## src/rtl/arith_unit.sv

```systemverilog
// Arithmetic unit datapath: accumulator A, operand B and multiplier/quotient C.
// Executes one-cycle micro-operation pulses from the program sensor using
// one's-complement arithmetic, and reports sign, overflow and zero status.
module arith_unit #(
   parameter int WIDTH = 31
) (
   input  logic             clk,
   input  logic             resetn,
   input  logic             do_clear_a_to_au,
   input  logic             do_clear_b_to_au,
   input  logic             do_clear_c_to_au,
   input  logic             do_not_a_to_au,
   input  logic             do_not_b_to_au,
   input  logic             do_sum_to_au,
   input  logic             do_and_to_au,
   input  logic             do_set_c_30_to_au,
   input  logic             do_left_shift_b_to_au,
   input  logic             do_left_shift_c_to_au,
   input  logic             do_left_shift_c29_to_au,
   input  logic             do_right_shift_bc_to_au,
   input  logic             do_move_c_to_a_to_au,
   input  logic             do_move_c_to_b_to_au,
   input  logic             do_move_b_to_c_to_au,
   input  logic             load_b_from_mem,
   input  logic [WIDTH-1:0] mem_data_in,
   output logic [WIDTH-1:0] reg_a_out,
   output logic [WIDTH-1:0] reg_b_out,
   output logic [WIDTH-1:0] reg_c_out,
   output logic             reg_a_sign,
   output logic             reg_b_sign,
   output logic             reg_c_sign,
   output logic             overflow_to_ctrl,
   output logic             a_zero
);

   logic [WIDTH-1:0]   a;
   logic [WIDTH-1:0]   b;
   logic [WIDTH-1:0]   c;
   logic               overflow;
   logic [WIDTH:0]     sum_raw;
   logic [WIDTH-1:0]   sum_res;
   logic               sum_ovf;
   logic [2*WIDTH-1:0] bc_shift;

   // One's-complement adder: the carry out of the MSB wraps back into bit 0.
   always_comb begin
      sum_raw  = {1'b0, a} + {1'b0, b};
      sum_res  = sum_raw[WIDTH-1:0] + {{(WIDTH-1){1'b0}}, sum_raw[WIDTH]};
      sum_ovf  = (a[WIDTH-1] == b[WIDTH-1]) && (sum_res[WIDTH-1] != a[WIDTH-1]);
      bc_shift = {b[WIDTH-1], b, c[WIDTH-1:1]};
   end

   // Accumulator and sticky overflow; clearing A also clears the overflow flag.
   always_ff @(posedge clk or negedge resetn) begin
      if (!resetn) begin
         a        <= '0;
         overflow <= 1'b0;
      end else begin
         if (do_clear_a_to_au)          a <= '0;
         else if (do_move_c_to_a_to_au) a <= c;
         else if (do_not_a_to_au)       a <= ~a;
         else if (do_sum_to_au)         a <= sum_res;
         else if (do_and_to_au)         a <= a & b;

         if (do_clear_a_to_au)                overflow <= 1'b0;
         else if (do_sum_to_au && sum_ovf)    overflow <= 1'b1;
      end
   end

   // Operand register B: memory load port and upper half of the BC shifter.
   always_ff @(posedge clk or negedge resetn) begin
      if (!resetn) begin
         b <= '0;
      end else begin
         if (do_clear_b_to_au)              b <= '0;
         else if (load_b_from_mem)          b <= mem_data_in;
         else if (do_move_c_to_b_to_au)     b <= c;
         else if (do_not_b_to_au)           b <= ~b;
         else if (do_left_shift_b_to_au)    b <= {b[WIDTH-2:0], 1'b0};
         else if (do_right_shift_bc_to_au)  b <= bc_shift[2*WIDTH-1:WIDTH];
      end
   end

   // Multiplier/quotient register C: digit setting, shifts and lower half of BC.
   always_ff @(posedge clk or negedge resetn) begin
      if (!resetn) begin
         c <= '0;
      end else begin
         if (do_clear_c_to_au)               c <= '0;
         else if (do_move_b_to_c_to_au)      c <= b;
         else if (do_set_c_30_to_au)         c <= c | {{(WIDTH-1){1'b0}}, 1'b1};
         else if (do_left_shift_c_to_au)     c <= {c[WIDTH-2:0], 1'b0};
         else if (do_left_shift_c29_to_au)   c <= {c[WIDTH-1], c[WIDTH-3:0], 1'b0};
         else if (do_right_shift_bc_to_au)   c <= bc_shift[WIDTH-1:0];
      end
   end

   assign reg_a_out        = a;
   assign reg_b_out        = b;
   assign reg_c_out        = c;
   assign reg_a_sign       = a[WIDTH-1];
   assign reg_b_sign       = b[WIDTH-1];
   assign reg_c_sign       = c[WIDTH-1];
   assign overflow_to_ctrl = overflow;
   assign a_zero           = (~|a) | (&a);

endmodule

```

## config.mk

```make
export PLATFORM = sky130hd
export DESIGN_NAME = arith_unit
export DESIGN_NICKNAME = d
export VERILOG_FILES = /design/src/rtl/arith_unit.sv
export SDC_FILE = /design/constraint.sdc
export NUM_CORES = 1
export LEC_CHECK = 0
export ABC_AREA = 0
export BUFFER_PORTS_ARGS = -buffer_cell sky130_fd_sc_hd__buf_4
export CAP_MARGIN = 0
export CELL_PAD_IN_SITES_DETAIL_PLACEMENT = 2
export CELL_PAD_IN_SITES_GLOBAL_PLACEMENT = 2
export CORE_ASPECT_RATIO = 0.6
export CORE_MARGIN = 3
export CORE_UTILIZATION = 30
export DETAILED_ROUTE_END_ITERATION = 7
export PLACE_DENSITY_LB_ADDON = 0.1
export RECOVER_POWER = 50
export SYNTH_ARGS = -nofsm -noshare
export SYNTH_HDL_FRONTEND = slang
export SYNTH_SLANG_ARGS = --single-unit
```

## constraint.sdc

```tcl
create_clock -name clk -period 5.38 [get_ports clk]
set_clock_uncertainty 0.1 [all_clocks]
set_input_delay 0.538 -clock clk [delete_from_list [all_inputs] [get_ports clk]]
set_output_delay 0.538 -clock clk [all_outputs]
set_load 0.005 [all_outputs]
```

Word level (Yosys, flattened, before mapping)
Cells that the tools add are included.
Storage, ports and cells
  register bits: 94
  latch bits: 0
  RAM bits: 0
  ROM bits: 0
  input port bits: 49
  output and inout port bits: 98
  logic and storage cells: 50
  memories: 0
Cells by class
  $add $sub $neg: 2
  multiply operators: 0
  div/mod/pow operators: 0
  $lt $le $gt $ge: 0
  equality and inequality tests: 4
  shifts and indexed selects: 0
  muxes and demuxes: 19
  bitwise gates (word level): 4
  reductions and logical operators: 14
Operators with widths (count)
  $mux W31: 16
  $not A31 Y31: 2
  $add A31 B31 Y32: 1
  $add A31 B1 Y31: 1
  $and A31 B31 Y31: 1
  $reduce_and A31 Y1: 1
  $reduce_or A31 Y1: 1
  $mux W30: 1
  $reduce_bool A5 Y1: 3
  $reduce_bool A6 Y1: 2
  $ne A4 B3 Y1 const B: 1
  $reduce_bool A4 Y1: 1
  $ne A3 B2 Y1 const B: 1
  $reduce_and A3 Y1: 1
  $logic_and A1 B1 Y1: 2
  $mux W1: 2
  $reduce_and A2 Y1: 1
  $reduce_bool A2 Y1: 1
  $eq A1 B1 Y1: 1
  $logic_not A1 Y1: 1
  $ne A1 B1 Y1: 1
  $or A1 B1 Y1: 1

Longest topological paths before layout
Gate-level depths: netlist of the first run.
  depth in word-level cells: 7
  mapped depth: 21
  gate-level depth less buffers: 20

Worst setup path after synthesis of the first run
OpenSTA, ideal clock, no wires.
  path type: register -> register
  from: register b[18] (netlist: reg_b_out[18])
  to: register a[17] (netlist: reg_a_out[17])
  setup time: 0.065 ns
  arrival time: 4.434 ns
  data required time: 5.215 ns
  setup slack: 0.782 ns
  cell stages (with the launch flop): 22
  path buffers: 1
  period minus slack after synthesis: 4.598 ns
  cells stage by stage: dfrtp_1 -> ha_1 -> clkbuf_1 -> nand2_1 -> o21ai_0 -> a41o_1 -> a211oi_1 -> o211ai_1 -> a21oi_1 -> nor2b_1 -> o21ai_0 -> nand2b_1 -> ha_1 -> nand3_1 -> or3_1 -> a211o_1 -> nor4_1 -> nand3_1 -> nor3b_1 -> xor2_1 -> a2111oi_0 -> a211o_1
On the way
  longest elaborated chain between the ends: 6
RTL lines
  from (decl): RTL line 37  | logic [WIDTH-1:0] b;
  from (signal assigned): RTL line 76  | else if (load_b_from_mem) b <= mem_data_in;
  from (signal assigned): RTL line 78  | else if (do_not_b_to_au) b <= ~b;
  from (signal assigned): RTL line 79  | else if (do_left_shift_b_to_au) b <= {b[WIDTH-2:0], 1'b0};
  $add A31 B31 Y32: RTL line 47  | sum_raw = {1'b0, a} + {1'b0, b};
  $add A31 B1 Y31: RTL line 48  | sum_res = sum_raw[WIDTH-1:0] + {{(WIDTH-1){1'b0}}, sum_raw[WIDTH]};
  $mux W31: RTL line 62  | else if (do_sum_to_au) a <= sum_res;
  $mux W31: RTL line 61  | else if (do_not_a_to_au) a <= ~a;
  $mux W31: RTL line 60  | else if (do_move_c_to_a_to_au) a <= c;
  $mux W31: RTL line 59  | if (do_clear_a_to_au) a <= '0;
  to (signal assigned): RTL line 61
  to (signal assigned): RTL line 62
  to (signal assigned): RTL line 63  | else if (do_and_to_au) a <= a & b;
  to (decl): RTL line 36  | logic [WIDTH-1:0] a;
No other way between the ends.
A chain may end at the register's enable or synchronous reset.

Worst setup path after layout of the first run
  from: register b[17] (netlist: reg_b_out[17])
  to: register a[19] (netlist: reg_a_out[19])
The elaborated chain is that of the path after synthesis.

==> impl_metrics.ini, run 1 <==
[status]
status = finished, violations left
violations = max-capacitance violations, max-slew violations

[critical_path]
critPathArrivalTime_ps = 5280
cp-end-kind = flip-flop
path_class = reg -> reg
cp_max_fo = 6
critPathLaunchType = flip-flop
critPathRequiredTime_ps = 5600

[synth]
synth_edf_count = 0
synth.net_count = 1253
yosysMostFrequentCell = nand2_1
synth_ff_type = dfrtp_1
synthCells = 1170
async_reset_ff_frac = 1.00
synth_top_area_share = 0.260
synthDistinctLibCells = 75
synth_top_cells_by_area = dfrtp_1 (26%), a211oi_1 (7.0%), o21ai_0 (6.9%)
ys_seq_area_frac = 0.260
yosys.area.top_type = dfrtp_1
synth_seq_cells = 94
yosysWarnings = 0
synth.avg_cell_area_um2 = 7.74
synthTopCellsByCount = nand2_1 (132), o21ai_0 (125), a21oi_1 (96)
syn-cell-area_um2 = 9050

[routing]
drtIter0Drc = 684
vias_per_cell = 5.97
via_count = 10300
routed_wl_um = 45800
drt_pass1_iterations = 5
ant_nets = 0
drc_errors = 0
drt-wirelength-per-cell_um = 26.6

[clocking]
cts_sinks = 94
clkLatencyLatePin_ps = 390
cts_buffer_depth = 2
cts_buffers = 9
cts-root-buf = clkbuf_16
holdBufCountCts = 0
path_clk_slew_ps = 80
cts_tree = built
cts_max_level = 3

[sta]
final_max_slew_viol_count = 81
min_period_over_period = 0.942
max_freq_mhz = 197
tightest_slew_ps = 3080
period_needed_ps = 5070
finalSetupTns_ps = 0
slew_headroom = -1.06
grt_setup_unrepaired = yes
hold_viol_final = 0
finalSetupViolations = 0
whs_ps = 252

[final_layout]
syn_to_final_growth_pct = 23.7
fillers = 3421
final_area_um2 = 11200
diodes = 0
fin_util = 0.383
layout-drive-gt1-share = 0.226
nets = 1401

[floorplan]
num_rows = 48
num_io_pins = 147
die_h_um = 141
die_x_um = 230
core_area_um2 = 29200
dieArea_um2 = 32400
start_util = 0.310

[hold_path]
hold_class = in -> reg

[placement]
port_buffers = 146
gp_congestion = 0.916
hpwl_um = 34800
place_area_um2 = 10900

[global_routing]
grt_pass1_vias = 10800
grt_antenna_before_repair = 1
grt_max_degree = 64
grt_util_all_layers = 0.281
grt_first_pass_wirelength_um = 70100
overflow = 0

[job]
maxCapViolCount = 2

[pwr]
powerDensity_nw_per_um2 = 206
peakVddDrop_mv = 0.133
leakage_nw = 4.77
power_mw = 2.31
-- state kept, by name (all words and copies together) (netlist names) --
name and cells:
reg_a_out 31, reg_b_out 31, reg_c_out 31, overflow_to_ctrl 1
-- final cells by class --
class	count	area, um2	share of cell area
Clock buffer	9	225	0.0201
Clock inverter	7	56.3	0.00503
Inverter	19	71.3	0.00637
Multi-Input combinational cell	963	6330	0.566
Sequential cell	94	2350	0.210
Tap cell	400	500	0.0447
Timing Repair Buffer	231	1660	0.148
-- cells in the final DEF, fill, tap and decap left out, drive strengths merged, types with 5 or more instances in the layout --
cell	n
clkbuf	57
or2	6
or4	6
and3	14
buf	183
o21bai	11
nor4	18
nor3	24
o21a	8
o211ai	7
clkinv	6
nand3	17
nor2	68
a21o	9
a22o	31
a211o	9
xor2	15
ha	33
xnor2	26
a221oi	8
nand4	18
a21oi	98
or3	10
nor2b	38
nand2b	10
nand2	132
mux2	32
and2	8
dfrtp	94
inv	20
a211oi	86
a22oi	32
a2111oi	5
mux2i	11
o21ai	126
-- cell families after synthesis --
| kind of cell | synth area share |
|---|---|
| flops | 0.260 |
| simple gates | 0.206 |
| compound gates | 0.344 |
| mux | 0.0524 |
| fa+ha+maj | 0.0478 |
| buf+inv | 0.0504 |
| xor+xnor | 0.0397 |
-- critical path, stage by stage (launching register included) --
cell and delay [ps]:
dfrtp_1 400, ha_2 410, nand4_1 160, nor3_2 290, and4_1 250, a211oi_2 80
o211ai_1 210, a21oi_1 130, nor2b_1 120, o21ai_0 80, nand2b_1 170, ha_1 210
nand3_1 150, or3_1 400, a211o_1 310, nor4_2 310, nand3_2 250, nor3_1 290
xnor2_1 110, a2111oi_0 420, a221o_1 160
-- path summary, 6_finish.rpt --
path | startpoint | endpoint | slack (ps) | depth (start not counted)
max | reg_b_out[17]$_DFFE_PN0P_ | reg_a_out[19]$_DFFE_PN0P_ | 310 | 20
min | do_clear_c_to_au | reg_c_out[0]$_DFFE_PN0P_ | 250 | 2
max reg2reg | reg_b_out[17]$_DFFE_PN0P_ | reg_a_out[19]$_DFFE_PN0P_ | 310 | 20
min reg2reg | reg_a_out[6]$_DFFE_PN0P_ | reg_a_out[6]$_DFFE_PN0P_ | 510 | 2
max in group asynchronous | resetn | reg_a_out[10]$_DFFE_PN0P_ | 1490 | 2
min in group asynchronous | resetn | reg_b_out[25]$_DFFE_PN0P_ | 1060 | 1
-- timing repair --
| action | in CTS | in global routing |
|---|---|---|
| resized for setup | 0 | 19 |
| buffers inserted | 0 | 1 |
| setup endpoints to repair | 0 | 19 |
-- metrics by stage --
| step | setup slack [ps] | cells |
|---|---|---|
| 2_1_floorplan | 782 | 1170 |
| 3_3_place_gp | 224 | 1706 |
| 3_5_place_dp | 163 | 1706 |
| 4_1_cts | 86.5 | 1722 |
| 5_1_grt | -51.3 | 1723 |
| 6_report | 312 | 1723 |
-- metal layers --
metal  vias up  global-route usage  wire length (um)
li1       4699                   -                 -
met1      5319               0.399             22100
met2       241               0.449             20800
met3        33              0.0527              2300
met4         0              0.0547               648
met5         -                   0                 0
-- where the power goes --
group	leakage, nW	internal (mW)	switching, mW	total [mW]
Sequential	1.26	0.746	0.0642	0.811
Combinational	3.37	0.320	0.494	0.815
Clock	0.142	0.322	0.362	0.683
Total	4.77	1.39	0.920	2.31
(Power assumes the default switching activity.)
==> inputs of run 2 (changes only) <==
--- a/config.mk
+++ b/config.mk
@@ -12,8 +12,9 @@
 export CELL_PAD_IN_SITES_GLOBAL_PLACEMENT = 2
 export CORE_ASPECT_RATIO = 0.6
 export CORE_MARGIN = 3
-export CORE_UTILIZATION = 30
+export CORE_UTILIZATION = 34
 export DETAILED_ROUTE_END_ITERATION = 7
+export MAX_ROUTING_LAYER = met4
 export PLACE_DENSITY_LB_ADDON = 0.1
 export RECOVER_POWER = 50
 export SYNTH_ARGS = -nofsm -noshare
==> impl_metrics.ini, run 2 (synthesis results as in run 1) <==
[status]
status = finished, violations left
violations = max-capacitance violations, max-slew violations

[sta]
tightest_slew_ps = 2820
max_freq_mhz = 199
finalSetupViolations = 0
hold_viol_final = 0
period_needed_ps = 5020
grt_setup_unrepaired = no
finalSetupTns_ps = 0
slew_headroom = -0.881
timing.final.ws_setup_ps = 357
final_max_slew_viol_count = 80
min_period_over_period = 0.934

[job]
maxCapViolCount = 2

[global_routing]
grt_pass1_vias = 10800
grt_max_degree = 64
grt_util_all_layers = 0.318
overflow = 0
grt_first_pass_wirelength_um = 68900
grt_antenna_before_repair = 0

[critical_path]
cp-end-kind = flip-flop
path_class = reg -> reg
rr_startpoint = reg_a_out[17]$_DFFE_PN0P_
critPathArrivalTime_ps = 5190
timing.rr.end = reg_a_out[25]$_DFFE_PN0P_
critPathLaunchType = flip-flop
critPathRequiredTime_ps = 5540
reg2reg_slack_ps = 360
cp_max_fo = 5
rr_worst_depth = 20

[floorplan]
die_x_um = 217
die_h_um = 132
dieArea_um2 = 28700
core_area_um2 = 25700
num_rows = 45
num_io_pins = 147
start_util = 0.352

[pwr]
leakage_nw = 4.80
peakVddDrop_mv = 0.167
power_mw = 2.34
powerDensity_nw_per_um2 = 210

[hold_path]
hold_class = in -> reg
hold_depth = 2
hold_start = do_clear_c_to_au
min_to = reg_c_out[30]$_DFFE_PN0P_

[routing]
drt_pass1_iterations = 5
via_count = 10400
routed_wl_um = 45000
drtIter0Drc = 962
ant_nets = 0
drt-wirelength-per-cell_um = 26.8
vias_per_cell = 6.22
drc_errors = 0

[placement]
post-place-ws_ps = 157
port_buffers = 146
place_area_um2 = 10900
hpwl_um = 33700
gp_congestion = 0.988

[clocking]
holdBufCountCts = 0
cts_setup_buffers = 0
clkLatencyLatePin_ps = 380
cts_buffer_depth = 2
cts_sinks = 94
cts_max_level = 3
path_clk_slew_ps = 80
cts_buffers = 9
cts_tree = built
ctsResizeCount = 0
cts-root-buf = clkbuf_16

[final_layout]
seq_area_um2 = 2350
diodes = 0
fin_util = 0.434
fillers = 3008
nets = 1404
multiInputGateArea_um2 = 6320
layout-drive-gt1-share = 0.226
final_area_um2 = 11200
final_cell_mix = buf_4 (184), nand2_1 (132), o21ai_0 (123), a21oi_1 (96), dfrtp_1 (94)
final_common_cell = buf_4
syn_to_final_growth_pct = 23.4
[run 2: where the power goes]
part / switching [mW] / internal (mW)
combinational: 0.499 / 0.324
sequential: 0.0623 / 0.747
clock: 0.334 / 0.377
total: 0.895 / 1.45
[run 2: worst max-delay path, cell delays in order, from the launching register on]
cell and delay [ps]:
dfrtp_1 400, ha_1 360, nand4_1 170, nor3_2 310, and4_1 240, a211oi_1 50, buf_4 180, o211ai_1 190
a21oi_1 120, nor2b_1 120, o21ai_0 80, nand2b_1 160, ha_1 200, nand3_1 130, nor3_1 310, nand3_1 160
or4_1 590, nor4_4 400, mux2i_1 230, nand3_1 90, a221o_1 320
[run 2: how the worst max path moves through the flow]
| stage | start | to | slack [ps] | cells past startpoint |
|---|---|---|---|---|
| CTS | reg_a_out[20]$_DFFE_PN0P_ | reg_a_out[17]$_DFFE_PN0P_ | 90 | 21 |
| global route | reg_a_out[12]$_DFFE_PN0P_ | reg_a_out[23]$_DFFE_PN0P_ | 0.6 | 21 |
| floorplan | reg_b_out[18]$_DFFE_PN0P_ | reg_a_out[17]$_DFFE_PN0P_ | 780 | 21 |
| global placement | reg_a_out[8]$_DFFE_PN0P_ | reg_a_out[17]$_DFFE_PN0P_ | 310 | 21 |
| detailed placement | reg_a_out[17]$_DFFE_PN0P_ | reg_a_out[17]$_DFFE_PN0P_ | 160 | 21 |
| finish | reg_a_out[17]$_DFFE_PN0P_ | reg_a_out[25]$_DFFE_PN0P_ | 360 | 20 |
[run 2: per-layer routing]
layer,global-route usage,part of all wire,vias to the layer above
met2,0.496,0.46,279
met1,0.441,0.47,5400
met5,-,0,-
met3,0.0450,0.052,51
met4,0.0652,0.018,0
li1,-,-,4704
[run 2: final cells by class]
class / count / share of cell area
Multi-Input combinational cell: 963 / 0.566
Timing Repair Buffer: 234 / 0.151
Clock inverter: 6 / 0.00616
Clock buffer: 10 / 0.0214
Sequential cell: 94 / 0.211
Tap cell: 352 / 0.0394
Inverter: 19 / 0.00638
[run 2: per-stage QoR]
stage / instances / hold WS (ps)
after global placement: 1662 / 471
final: 1678 / 235
after global routing: 1678 / 235
after CTS: 1678 / 107
after detailed placement: 1662 / 507
after floorplan: 1170 / 142
==> inputs of run 3 (changes only) <==
==> constraint.sdc (replaced) <==
create_clock -name clk -period 5 [get_ports clk]
set_clock_uncertainty 0.1 [all_clocks]
set_input_delay 0.5 -clock clk [delete_from_list [all_inputs] [get_ports clk]]
set_output_delay 0.5 -clock clk [all_outputs]
set_load 0.005 [all_outputs]
==> impl_metrics.ini, run 3 (synthesis results as in run 1) <==
[sta]
period_needed_ps = 5030
timing.final.ws_setup_ps = -27.0
hold_viol_final = 0
finalSetupViolations = 2
grt_setup_unrepaired = yes
slew_headroom = -1.42
max_freq_mhz = 199
finalSetupTns_ps = -29.3
whs_ps = 208
min_period_over_period = 1.01
final_max_slew_viol_count = 90
tightest_slew_ps = 3630

[final_layout]
final_cells = 1749
diodes = 0
final_common_cell = buf_4
fin_util = 0.464
fillers = 2973
syn_to_final_growth_pct = 32.0
final_cell_mix = buf_4 (255), nand2_1 (131), o21ai_0 (115), a21oi_1 (94), dfrtp_1 (93)
nets = 1476
layout-drive-gt1-share = 0.286

[routing]
drt-wirelength-per-cell_um = 27.1
drc_errors = 0
ant_nets = 0
drt_pass1_iterations = 5
via_count = 10800
drtIter0Drc = 1014
vias_per_cell = 6.19
routed_wl_um = 47500

[floorplan]
num_rows = 45
start_util = 0.352
num_io_pins = 147
dieArea_um2 = 28700
die_x_um = 217
die_h_um = 132
core_area_um2 = 25700

[placement]
port_buffers = 146
hpwl_um = 34700
place_inst = 1722
gp_congestion = 0.909

[clocking]
cts_max_level = 3
cts-root-buf = clkbuf_16
clkLatencyLatePin_ps = 390
path_clk_slew_ps = 70
cts_buffer_depth = 2
cts_buffers = 9
cts_tree = built
holdBufCountCts = 0
cts_sinks = 94

[critical_path]
cp_top_family = simple AND/OR/NAND/NOR gates
cp.depth = 21
crit_chain = ha_2, nand4_1, nor2_2, and4_1, a211oi_2, buf_4, o211ai_1, a21oi_2, nor2b_1, o21ai_1, nand2b_1, ha_4, buf_6, ha_4, and3_4, nand3_2, or4_4, nor4_4, nand3_2, buf_6, a2111o_1
cp-end-kind = flip-flop
critPathArrivalTime_ps = 5190
max_stage_delay_ps = 570
critPathRequiredTime_ps = 5160
crit_slowest_cell = or4_4
rr_worst_depth = 21
critPathLaunchType = flip-flop
crit_buf_inv = 3
path_class = reg -> reg
cp_max_fo = 5

[status]
violations = max-capacitance violations, max-slew violations, negative setup slack
status = finished, violations left

[job]
maxCapViolCount = 2

[hold_path]
hold_depth = 2
hold_class = in -> reg

[global_routing]
grt_antenna_before_repair = 0
overflow = 0
grt_max_degree = 64
grt_util_all_layers = 0.327
grt_pass1_vias = 11400
grt_first_pass_wirelength_um = 70900

[pwr]
peakVddDrop_mv = 0.146
power_mw = 2.60
powerDensity_nw_per_um2 = 218
leakage_nw = 5.17
[run 3: cell types whose count changed in the layout (fill, tap and decap cells not counted), moves of 3 or more]
cell	delta
buf_4	+71
buf_6	+4
ha_1	-9
ha_4	+10
nand3_1	-3
nor3_1	-3
o21ai_0	-8
o21ai_1	+8
[run 3: stage by stage]
| stage | instance area, um2 | worst slack [ps] |
|---|---|---|
| global placement | 11300 | -76.8 |
| finish | 12000 | -27.0 |
| detailed placement | 11300 | -562 |
| CTS | 11700 | 5.88 |
| floorplan | 9050 | 402 |
| global route | 12000 | -248 |
[run 3: final timing paths]
kind | from | end | slack, ps
min reg2reg | reg_c_out[6]$_DFFE_PN0P_ | reg_c_out[6]$_DFFE_PN0P_ | 520
min in group asynchronous | resetn | reg_a_out[26]$_DFFE_PN0P_ | 1250
max reg2reg | reg_a_out[11]$_DFFE_PN0P_ | overflow_to_ctrl$_DFFE_PN0P_ | -30
max | reg_a_out[11]$_DFFE_PN0P_ | overflow_to_ctrl$_DFFE_PN0P_ | -30
max in group asynchronous | resetn | reg_a_out[12]$_DFFE_PN0P_ | 1010
min | do_clear_b_to_au | reg_b_out[30]$_DFFE_PN0P_ | 210
[run 3: repair_timing]
action                     in CTS  in global routing
setup buffers                   1                 11
pin swaps                       3                 21
setup endpoints to repair      18                 23
gates resized for setup        18                 42
[run 3: area by class of cell]
cell class	instances	area, um2	share of cell area
sequential	94	2350	0.197
inverter	19	71.3	0.00597
clock buffer	11	243	0.0203
multi-input combinational	963	6540	0.547
timing repair buffer	306	2250	0.189
tap	352	440	0.0369
clock inverter	4	47.5	0.00398
[run 3: power breakdown]
| group | total, mW | switching [mW] | internal (mW) |
|---|---|---|---|
| clock network | 0.757 | 0.359 | 0.398 |
| logic | 0.977 | 0.581 | 0.396 |
| registers | 0.867 | 0.0632 | 0.804 |
[run 3: per-layer routing]
metal	up-vias	part of all wire	wire length, um	GRT usage
met5	-	0	0	-
met4	0	0.024	1160	0.0787
met3	71	0.046	2170	0.0411
met2	338	0.47	22200	0.515
met1	5567	0.46	22000	0.447
li1	4855	-	-	-
